`config.mk`:
```
export PLATFORM = sky130hd
export DESIGN_NAME = conv33_window_gen
export DESIGN_NICKNAME = d
export VERILOG_FILES = /design/src/rtl/conv33_window_gen.sv
export SDC_FILE = /design/constraint.sdc
export NUM_CORES = 1
export LEC_CHECK = 0
export CELL_PAD_IN_SITES_DETAIL_PLACEMENT = 1
export CELL_PAD_IN_SITES_GLOBAL_PLACEMENT = 1
export CORE_ASPECT_RATIO = 0.9
export CORE_MARGIN = 3
export CORE_UTILIZATION = 54
export CTS_BUF_LIST = sky130_fd_sc_hd__clkbuf_8
export DETAILED_ROUTE_END_ITERATION = 7
export PLACE_DENSITY = 0.8
export SLEW_MARGIN = 5
export SYNTH_ARGS = -nofsm -noshare
export SYNTH_HDL_FRONTEND = slang
export SYNTH_SLANG_ARGS = --single-unit
```
`constraint.sdc`:
```
create_clock -name clk -period 3.3 [get_ports clk]
set_input_delay 0.33 -clock clk [delete_from_list [all_inputs] [get_ports clk]]
set_output_delay 0.33 -clock clk [all_outputs]
set_load 0.02 [all_outputs]
```
`src/rtl/conv33_window_gen.sv`:
```
// conv33_window_gen: 3x3 sliding-window builder (two line buffers + shift array); `CONV33_WIN_STRIDE2_EN selects stride-2 emission.
// Window valid one cycle after its last pixel is accepted; pix_ready drops only while a held window is not being taken.
module conv33_window_gen #(
  parameter int DATA_WIDTH = 8,
  parameter int IMG_W      = 28,
  parameter int IMG_H      = 28
) (
  input  logic                  clk,
  input  logic                  rst,
  input  logic                  pix_valid,
  output logic                  pix_ready,
  input  logic [DATA_WIDTH-1:0] pix_in,
  output logic                  win_valid,
  input  logic                  win_ready,
  output logic [DATA_WIDTH-1:0] win_0_0,
  output logic [DATA_WIDTH-1:0] win_0_1,
  output logic [DATA_WIDTH-1:0] win_0_2,
  output logic [DATA_WIDTH-1:0] win_1_0,
  output logic [DATA_WIDTH-1:0] win_1_1,
  output logic [DATA_WIDTH-1:0] win_1_2,
  output logic [DATA_WIDTH-1:0] win_2_0,
  output logic [DATA_WIDTH-1:0] win_2_1,
  output logic [DATA_WIDTH-1:0] win_2_2,
  output logic                  frame_done
);
  localparam int CW = $clog2(IMG_W);
  localparam int RW = $clog2(IMG_H);
  localparam logic [CW-1:0] COL_LAST = CW'(IMG_W - 1);
  localparam logic [RW-1:0] ROW_LAST = RW'(IMG_H - 1);
  localparam logic [CW-1:0] COL_TWO  = CW'(2);
  localparam logic [RW-1:0] ROW_TWO  = RW'(2);

  logic [CW-1:0]         col_q, col_d;
  logic [RW-1:0]         row_q, row_d;
  logic [DATA_WIDTH-1:0] sh_q  [3][3];
  logic [DATA_WIDTH-1:0] sh_d  [3][3];
  logic [DATA_WIDTH-1:0] win_q [3][3];
  logic [DATA_WIDTH-1:0] win_d [3][3];
  logic                  win_valid_q, win_valid_d;
  logic                  frame_done_q, frame_done_d;
  logic [DATA_WIDTH-1:0] lb0_q [IMG_W];
  logic [DATA_WIDTH-1:0] lb1_q [IMG_W];
  logic                  accept, emit, col_last, row_last;

  assign pix_ready = !win_valid_q || win_ready;
  assign accept    = pix_valid && pix_ready;
  assign col_last  = (col_q == COL_LAST);
  assign row_last  = (row_q == ROW_LAST);

`ifdef CONV33_WIN_STRIDE2_EN
  assign emit = accept && (row_q >= ROW_TWO) && (col_q >= COL_TWO) && !row_q[0] && !col_q[0];
`else
  assign emit = accept && (row_q >= ROW_TWO) && (col_q >= COL_TWO);
`endif

  always_comb begin
    col_d = col_q;
    row_d = row_q;
    sh_d  = sh_q;
    if (accept) begin
      col_d = col_last ? '0 : col_q + 1'b1;
      if (col_last) begin
        row_d = row_last ? '0 : row_q + 1'b1;
      end
      for (int r = 0; r < 3; r++) begin
        sh_d[r][0] = sh_q[r][1];
        sh_d[r][1] = sh_q[r][2];
      end
      // New right-hand column: two rows back, one row back, current pixel.
      sh_d[0][2] = lb0_q[col_q];
      sh_d[1][2] = lb1_q[col_q];
      sh_d[2][2] = pix_in;
    end
  end

  always_comb begin
    win_d        = win_q;
    win_valid_d  = win_valid_q && !win_ready;
    frame_done_d = accept && row_last && col_last;
    if (emit) begin
      win_d       = sh_d;
      win_valid_d = 1'b1;
    end
  end

  always_ff @(posedge clk or negedge rst) begin
    if (!rst) begin
      col_q        <= '0;
      row_q        <= '0;
      sh_q         <= '{default: '0};
      win_q        <= '{default: '0};
      win_valid_q  <= 1'b0;
      frame_done_q <= 1'b0;
    end else begin
      col_q        <= col_d;
      row_q        <= row_d;
      sh_q         <= sh_d;
      win_q        <= win_d;
      win_valid_q  <= win_valid_d;
      frame_done_q <= frame_done_d;
    end
  end

  // Line buffers hold no state that matters across reset; row gating hides stale rows.
  always_ff @(posedge clk) begin
    if (accept) begin
      lb0_q[col_q] <= lb1_q[col_q];
      lb1_q[col_q] <= pix_in;
    end
  end

  assign win_valid  = win_valid_q;
  assign frame_done = frame_done_q;
  assign win_0_0    = win_q[0][0];
  assign win_0_1    = win_q[0][1];
  assign win_0_2    = win_q[0][2];
  assign win_1_0    = win_q[1][0];
  assign win_1_1    = win_q[1][1];
  assign win_1_2    = win_q[1][2];
  assign win_2_0    = win_q[2][0];
  assign win_2_1    = win_q[2][1];
  assign win_2_2    = win_q[2][2];

endmodule

```
Word level (Yosys, flattened, before mapping)
Memories as Yosys holds them, arrays and structs flattened.
Index checks and enable logic that the tools add are counted.

word-level totals
  bits in registers = 156
  memory bits (writable) = 448
  output and inout bits = 75
  logic and storage cells = 46
  memories = 2

cells by class
  add/sub/neg operators = 2
  $lt $le $gt $ge = 2
  equal/unequal tests = 2
  multiplexer cells = 6
  reductions and logical operators = 10

memory list
  memory  words  width  read ports  clocked after memory_dff  write ports  line  source
  lb0_q   28     8      1           0                         1            41    logic [DATA_WIDTH-1:0] lb0_q [IMG_W];
  lb1_q   28     8      1           0                         1            42    logic [DATA_WIDTH-1:0] lb1_q [IMG_W];

operators by type and width
  operator               number
  $mux W72               1
  $add A5 B1 Y5 const B  2
  $eq A5 B5 Y1 const B   2
  $ge A5 B2 Y1 const B   2
  $mux W5                2
  $logic_and A1 B1 Y1    6
  $mux W1                3
  $logic_not A1 Y1       2
  $reduce_and A2 Y1      1
  $logic_or A1 B1 Y1     1

Longest topological paths before layout
Gate-level depths: netlist (run 1).

  depth after elaboration = 6
  mapped depth = 9

Worst setup path before layout (run 1)
No wires, ideal clock.

  path kind = flip-flop to flip-flop
  start = reg win_valid_q, in the netlist win_valid
  end = mem lb0_q[10][0] (enable)
  setup time = 0.409 ns
  arrival = 2.794 ns
  required time = 2.891 ns
  path slack = 0.097 ns
  cell stages (with the launch flop) = 7
  path buffers = 2
  period minus slack after synthesis = 3.203 ns
  cells stage by stage = dfrtp_1 > nand2b_1 > and2_1 > clkbuf_1 > buf_1 > nand2_1 > nor3_1

on the way
  word-level cells in the longest chain between the ends = 5

ends and longest elaborated chain
  what                           line  source
  from (decl)                    39    logic win_valid_q, win_valid_d;
  from (signal assigned)         99    win_valid_q <= win_valid_d;
  $logic_not A1 Y1               45    assign pix_ready = !win_valid_q || win_ready;
  $logic_or A1 B1 Y1             45
  net pix_ready                  11    output logic pix_ready,
  $logic_and A1 B1 Y1            46    assign accept = pix_valid && pix_ready;
  $mux W1                        106   if (accept) begin
  $mux W1 (not written as such)  107   lb0_q[col_q] <= lb1_q[col_q];
  to (decl)                      41

The timed path passes the listed nets, and every way through them passes these cells.

Final worst setup path (run 1)
  start = reg col_q[4]
  end = reg win_q (netlist bit win_0_2[4])

on the way
  word-level cells in the longest chain between the ends = 2
  elaborated cells on any way between the ends = 4
  those cells by class = order compare: 1; mux: 1; reduce/logical: 1; memory: 1

ends and longest elaborated chain
  what                                             line    source
  from (decl)                                      33      logic [CW-1:0] col_q, col_d;
  from (signal assigned)                           95      col_q <= col_d;
  $mem_v2 Z28 W8 or $ge A5 B2 Y1 (tied branches)   -
  $mux W72 or $logic_and A1 B1 Y1 (tied branches)  60, 53
  to (signal assigned)                             98      win_q <= win_d;
  to (decl)                                        37      logic [DATA_WIDTH-1:0] win_q [3][3];

Several ways; a longest one is shown, not always the timed one.
A chain may end at the register's enable or synchronous reset.

==> flow_metrics.py, run 1 <==
metrics = {
    "sta": {
        "worstMarginPinSlew_ns": 1.25,
        "rsz0062_at_grt": "no",
        "setup_violations": 0,
        "fin_crit_sh": 0.949,
        "drv_slew": 0,
        "finalSetupTns_ns": 0,
        "slew_headroom": 0.164,
        "hold_viol": 0,
        "period_minus_slack_ns": 3.13,
        "hold_slack_ns": 0.190,
        "setup_ws_ns": 0.168,
        "fin_skew_ns": 0.0284,
        "max_freq_ghz": 0.319,
    },
    "routing": {
        "routed_wl_mm": 64.9,
        "vias": 13756,
        "first_iter_violations": 1317,
        "final_antenna_net_count": 0,
        "drcViolationCount": 0,
        "drtPass1Iterations": 5,
        "route.detailed.wl_per_inst_um": 28.8,
        "vias_per_cell": 6.11,
    },
    "setup_path": {
        "critPathCaptureType": "flip-flop",
        "crit_type": "reg -> reg",
        "crit_family": "simple AND/OR/NAND/NOR gates",
        "crit_cells": 7,
        "required_ns": 3.88,
        "crit_slowest_cell": "dfrtp_1",
        "rr_worst_depth": 7,
        "slowest_delay_ns": 0.76,
        "path_cells": "buf_4 > nand4bb_1 > o22ai_1 > nor4_1 > buf_4 > nand2_1 > mux2_2",
        "start_kind": "flip-flop",
        "cp_max_fo": 21,
        "critical_path.startpoint": "col_q[4]",
        "cp_common_cell": "buf_4",
        "crit_arrival_ns": 3.71,
        "cp_num_buf_inv": 2,
        "r2r-start": "col_q[4]",
    },
    "floorplanning": {
        "start_util": 0.552,
        "rows": 71,
        "die_area_um2": 45700,
        "dieHeight_um": 203,
        "io_pins": 87,
        "fp.coreArea_um2": 42200,
        "dieWidth_um": 225,
    },
    "power_and_ir_drop": {
        "p_total_mw": 25.3,
        "power.density_nw_per_um2": 933,
        "leakage_nw": 10.4,
        "peakVddDrop_v": 0.000488,
    },
    "global_routing": {
        "grt_pass1_vias": 15130,
        "grt_util_all_layers": 0.289,
        "grt_overflow_total": 0,
        "antenna_found_initial": 1,
        "grt_start_max_net_pins": 85,
        "grt_first_pass_wirelength_mm": 96.2,
    },
    "synth": {
        "syn_avg_cell_area_um2": 16.5,
        "synth_top_area_share": 0.577,
        "ys_top_cells_by_count": "edfxtp_1 (448), nand2_1 (190), mux2i_1 (184), dfrtp_1 (156), o22ai_1 (76)",
        "ys_types": 50,
        "synth_largest_area_cell": "edfxtp_1",
        "synth_most_common_cell": "edfxtp_1",
        "netlist_area_um2": 23300,
        "ys.flop_type": "edfxtp_1",
        "ys_seq_area_frac": 0.745,
        "syn_nets": 1433,
        "yosysWarnings": 0,
        "synth_cells": 1415,
        "synth_seq_cells": 604,
        "synthArstFlopShare": 0.258,
        "yosys-top-cells-area": "edfxtp_1 (58%), dfrtp_1 (17%), mux2i_1 (7.9%)",
        "synth_edf_count": 448,
    },
    "cells_and_area": {
        "final_cells": 2251,
        "fillers": 3699,
        "regArea_um2": 17400,
        "drive_gt1_frac": 0.195,
        "multi_input_area_um2": 5590,
        "final_net_count": 1645,
        "post-route-util": 0.643,
        "final_area_um2": 27100,
        "area_delta_synth_final_pct": 16.4,
    },
    "clock_tree": {
        "clockRootBuffer": "clkbuf_8",
        "htreeDepth": 3,
        "postCtsSetupRepairBufs": 0,
        "cts_buffer_depth": 3,
        "cts_tree": "done",
        "insertion_delay_ns": 0.69,
        "cts_buffers": 93,
        "numClockSinks": 604,
        "clk_pin_slew_worst_paths_ns": 0.07,
    },
    "outcome": {
        "status": "finished, final reports clean",
    },
    "placement": {
        "port_buffers": 86,
        "dpl.cell_count": 2078,
        "placed_cell_area_um2": 25400,
        "hpwl_mm": 40.7,
        "pre_cts_slack_ns": 0.215,
        "gp_congestion": 0.861,
    },
    "min_path": {
        "worstHoldPathType": "in -> async",
    },
    "flow_run": {
        "cap_viol_max_count": 0,
    },
}
-- timing repair --
| item | in CTS | in global routing |
|---|---|---|
| hold buffers | 1 | 0 |
| resized for setup | 0 | 1 |
| endpoints found under the setup margin | 0 | 5 |
| hold endpoints to repair | 58 | 0 |
-- worst register-to-register path: cells and delay by family (launching register included) --
family | cells | cell delay (ns)
DFF | 1 | 0.76
buffers and inverters | 2 | 0.56
AOI/OAI and AO/OA | 1 | 0.19
and+or+nand+nor | 3 | 1.23
muxes | 1 | 0.28
-- report_power, final --
group / switching [mW] / internal, mW / total, mW
clock: 2.94 / 2.91 / 5.85
sequential: 0.777 / 10.4 / 11.2
combinational: 5.19 / 3.07 / 8.26
total: 8.90 / 16.4 / 25.3
-- final timing paths --
kind	end	slack, ns
worst max-delay path	win_0_2[4]	0.17
worst min-delay path	win_0_0[2]	0.19
worst max register to register	win_0_2[4]	0.17
worst min register to register	sh_q[67]	0.47
max in group asynchronous	win_1_2[3]	2.18
min in group clk	sh_q[67]	0.47
-- flip-flops by register name, summed over array words and instances, names as in the netlist --
signal / cells
col_q: 5
frame_done: 1
lb0_q: 224
lb1_q: 224
row_q: 5
sh_q: 72
win_0_0: 8
win_0_1: 8
win_0_2: 8
win_1_0: 8
win_1_1: 8
win_1_2: 8
win_2_0: 8
win_2_1: 8
win_2_2: 8
win_valid: 1
-- cell families after synthesis --
kind of cell | Yosys count | share of synthesized area
XOR/XNOR | 1 | 0.000376
adder cells (fa/ha/maj) | 6 | 0.00322
multiplexers | 285 | 0.138
buffers and inverters | 79 | 0.0169
flip-flops | 604 | 0.745
AO/OA/AOI/OAI | 140 | 0.0401
AND/OR/NAND/NOR | 300 | 0.0571
-- layer usage --
metal,GRT usage,vias to the layer above,routed length (um)
met5,0,-,0
met4,0.0960,0,1890
met3,0.0604,135,4580
met2,0.494,545,33300
met1,0.372,7252,25200
li1,-,5824,-
-- layout make-up --
cell class	instances	area share
well taps	547	0.0252
clock inverters	67	0.0111
flip-flops and latches	604	0.640
repair buffers	189	0.0636
inverters	7	0.000969
multi-input cells	732	0.206
clock buffers	104	0.0528
diodes	1	0.0000923
-- layout by cell type (no fill, tap or decap), types with 4 or more instances in the layout --
cell | netlist | layout
edfxtp_1 | 448 | 448
nand2_1 | 190 | 189
mux2i_1 | 184 | 184
dfrtp_1 | 156 | 154
clkbuf_8 | 0 | 104
buf_4 | 2 | 95
clkdlybuf4s50_1 | 0 | 85
o22ai_1 | 76 | 76
mux2_2 | 68 | 68
nor2_1 | 44 | 44
inv_1 | 7 | 39
mux4_2 | 20 | 20
clkinv_1 | 0 | 16
nand3_1 | 14 | 14
a22oi_1 | 13 | 13
mux2_1 | 13 | 13
clkinv_2 | 0 | 13
o21ai_0 | 12 | 12
a211oi_1 | 9 | 9
a21oi_1 | 8 | 8
nor4_1 | 8 | 8
a31oi_1 | 8 | 8
buf_12 | 0 | 7
o211ai_2 | 6 | 6
ha_1 | 6 | 6
nor2b_1 | 5 | 5
nor3_1 | 8 | 4
or4b_1 | 4 | 4
and3_1 | 4 | 4
nor3_2 | 1 | 4
No activity file was read; power rests on OpenSTA's default activity.
==> run 2: changes to the inputs <==
==> constraint.sdc (replaced) <==
create_clock -name clk -period 3.6 [get_ports clk]
set_input_delay 0.36 -clock clk [delete_from_list [all_inputs] [get_ports clk]]
set_output_delay 0.36 -clock clk [all_outputs]
set_load 0.02 [all_outputs]
==> run 2 against run 1 <==
Net effect:
- register-to-register slack improved by 0.41 ns
- routed wire length is 1.7% lower
- sequential cell count did not move
- die area stayed put
- critical endpoint is now lb0_q[19][1]
- clock skew is 0.0031 ns higher
- clock power decreased by 3.9%
- final cell count is 0.22% lower
- non-clock buffer count fell by 6
==> flow_metrics.py, run 2 (synthesis gave the netlist of run 1 again) <==
metrics = {
    "outcome": {
        "status": "finished, final reports clean",
    },
    "routing": {
        "drcViolationCount": 0,
        "first_iter_violations": 1327,
        "drtPass1Iterations": 6,
        "vias_per_cell": 6.09,
        "routed_wl_mm": 63.8,
        "vias": 13673,
        "route.detailed.wl_per_inst_um": 28.4,
        "final_antenna_net_count": 0,
    },
    "clock_tree": {
        "cts_buffer_depth": 3,
        "clockRootBuffer": "clkbuf_8",
        "postCtsSetupRepairBufs": 0,
        "cts_buffers": 94,
        "cts_tree": "done",
        "cts-resized-gates": 0,
        "clk_pin_slew_worst_paths_ns": 0.06,
        "insertion_delay_ns": 0.69,
        "numClockSinks": 604,
        "htreeDepth": 3,
        "ctsHoldBuffers": 1,
    },
    "setup_path": {
        "crit_type": "reg -> reg",
        "r2r-start": "col_q[1]",
        "critPathCaptureType": "flip-flop",
        "crit_family": "flip-flops",
        "slowest_delay_ns": 0.84,
        "cp_common_cell": "buf_12",
        "required_ns": 4.02,
        "critical_path.startpoint": "col_q[1]",
        "path_cells": "buf_12 > buf_4 > mux2i_1 > a22oi_1 > a21oi_1 > o211ai_2 > buf_12",
        "crit_slowest_cell": "dfrtp_4",
        "start_kind": "flip-flop",
        "cp_max_fo": 32,
        "cp_num_buf_inv": 3,
        "crit_arrival_ns": 3.44,
    },
    "floorplanning": {
        "start_util": 0.552,
        "fp.coreArea_um2": 42200,
        "dieWidth_um": 225,
        "dieHeight_um": 203,
        "die_area_um2": 45700,
        "io_pins": 87,
        "rows": 71,
    },
    "cells_and_area": {
        "top_regs": "lb0_q x224, lb1_q x224, sh_q x72",
        "drive_gt1_frac": 0.192,
        "fillers": 3735,
        "post-route-util": 0.644,
        "layout_common_cells": "edfxtp_1 (448), nand2_1 (189), mux2i_1 (184)",
        "final_net_count": 1640,
        "area_delta_synth_final_pct": 16.6,
        "final_common_cell": "edfxtp_1",
    },
    "power_and_ir_drop": {
        "peakVddDrop_v": 0.000489,
        "power.density_nw_per_um2": 868,
        "leakage_nw": 10.4,
    },
    "sta": {
        "worstMarginPinSlew_ns": 1.14,
        "drv_slew": 0,
        "rsz0062_at_grt": "no",
        "max_freq_ghz": 0.330,
        "slew_headroom": 0.236,
        "setup_violations": 0,
        "finalSetupTns_ns": 0,
        "fin_crit_sh": 0.841,
        "hold_viol": 0,
        "fin_skew_ns": 0.0314,
        "period_minus_slack_ns": 3.03,
    },
    "min_path": {
        "worstHoldPathType": "in -> async",
    },
    "global_routing": {
        "grt_overflow_total": 0,
        "antenna_found_initial": 0,
        "grt_util_all_layers": 0.285,
        "grt_start_max_net_pins": 99,
        "grt_pass1_vias": 14976,
        "grt_first_pass_wirelength_mm": 95.3,
    },
    "placement": {
        "gp_congestion": 0.810,
        "port_buffers": 86,
        "hpwl_mm": 38.6,
    },
    "flow_run": {
        "cap_viol_max_count": 0,
    },
}
-- run 2: layer usage --
layer  global-route usage  up-vias  wire length, um
li1                     -     5824                -
met1                0.366     7157            25100
met2                0.483      547            32300
met3               0.0593      145             4150
met4                0.111        0             2390
met5                    0        -                0
-- run 2: final timing paths --
kind / endpoint / slack [ns] / cells past startpoint
setup / recovery: lb0_q[19][1] / 0.57 / 7
hold / removal: win_0_0[1] / 0.38 / 2
setup reg to reg: lb0_q[19][1] / 0.57 / 7
hold reg to reg: sh_q[69] / 0.47 / 2
max in group asynchronous: win_2_2[5] / 2.35 / 3
min in group clk: sh_q[69] / 0.47 / 2
-- run 2: worst register-to-register path, stage by stage, from the launching register on --
cell and delay (ns):
dfrtp_4 0.84, buf_12 0.32, buf_4 0.26, mux2i_1 0.24, a22oi_1 0.09, a21oi_1 0.42, o211ai_2 0.32, buf_12 0.26
-- run 2: stage by stage --
| step | instance area (um^2) | total power [mW] | hold slack (ns) | setup slack (ns) | instances |
|---|---|---|---|---|---|
| 6_report | 27200 | 23.6 | 0.383 | 0.573 | 2246 |
| 3_5_place_dp | 25400 | 17.9 | 0.461 | 0.645 | 2072 |
| 2_1_floorplan | 23300 | 14.4 | 0.0644 | 0.397 | 1415 |
| 5_1_grt | 27200 | 24.5 | 0.422 | 0.415 | 2245 |
| 3_3_place_gp | 25400 | 17.5 | 0.451 | 0.698 | 2072 |
| 4_1_cts | 27200 | 23.7 | 0.343 | 0.593 | 2245 |
-- run 2: cell type report --
class	instances	area [um^2]	share of cell area
sequential	604	17400	0.639
multi-input combinational	732	5590	0.205
timing repair buffer	183	1720	0.0632
clock buffer	102	1400	0.0516
tap	547	684	0.0252
clock inverter	70	402	0.0148
inverter	7	26.3	0.000967
antenna	1	2.50	0.0000921
-- run 2: power breakdown --
group / switching (mW) / internal [mW]
Clock: 2.72 / 2.90
Sequential: 0.728 / 9.55
Combinational: 4.75 / 2.95
Total: 8.20 / 15.4
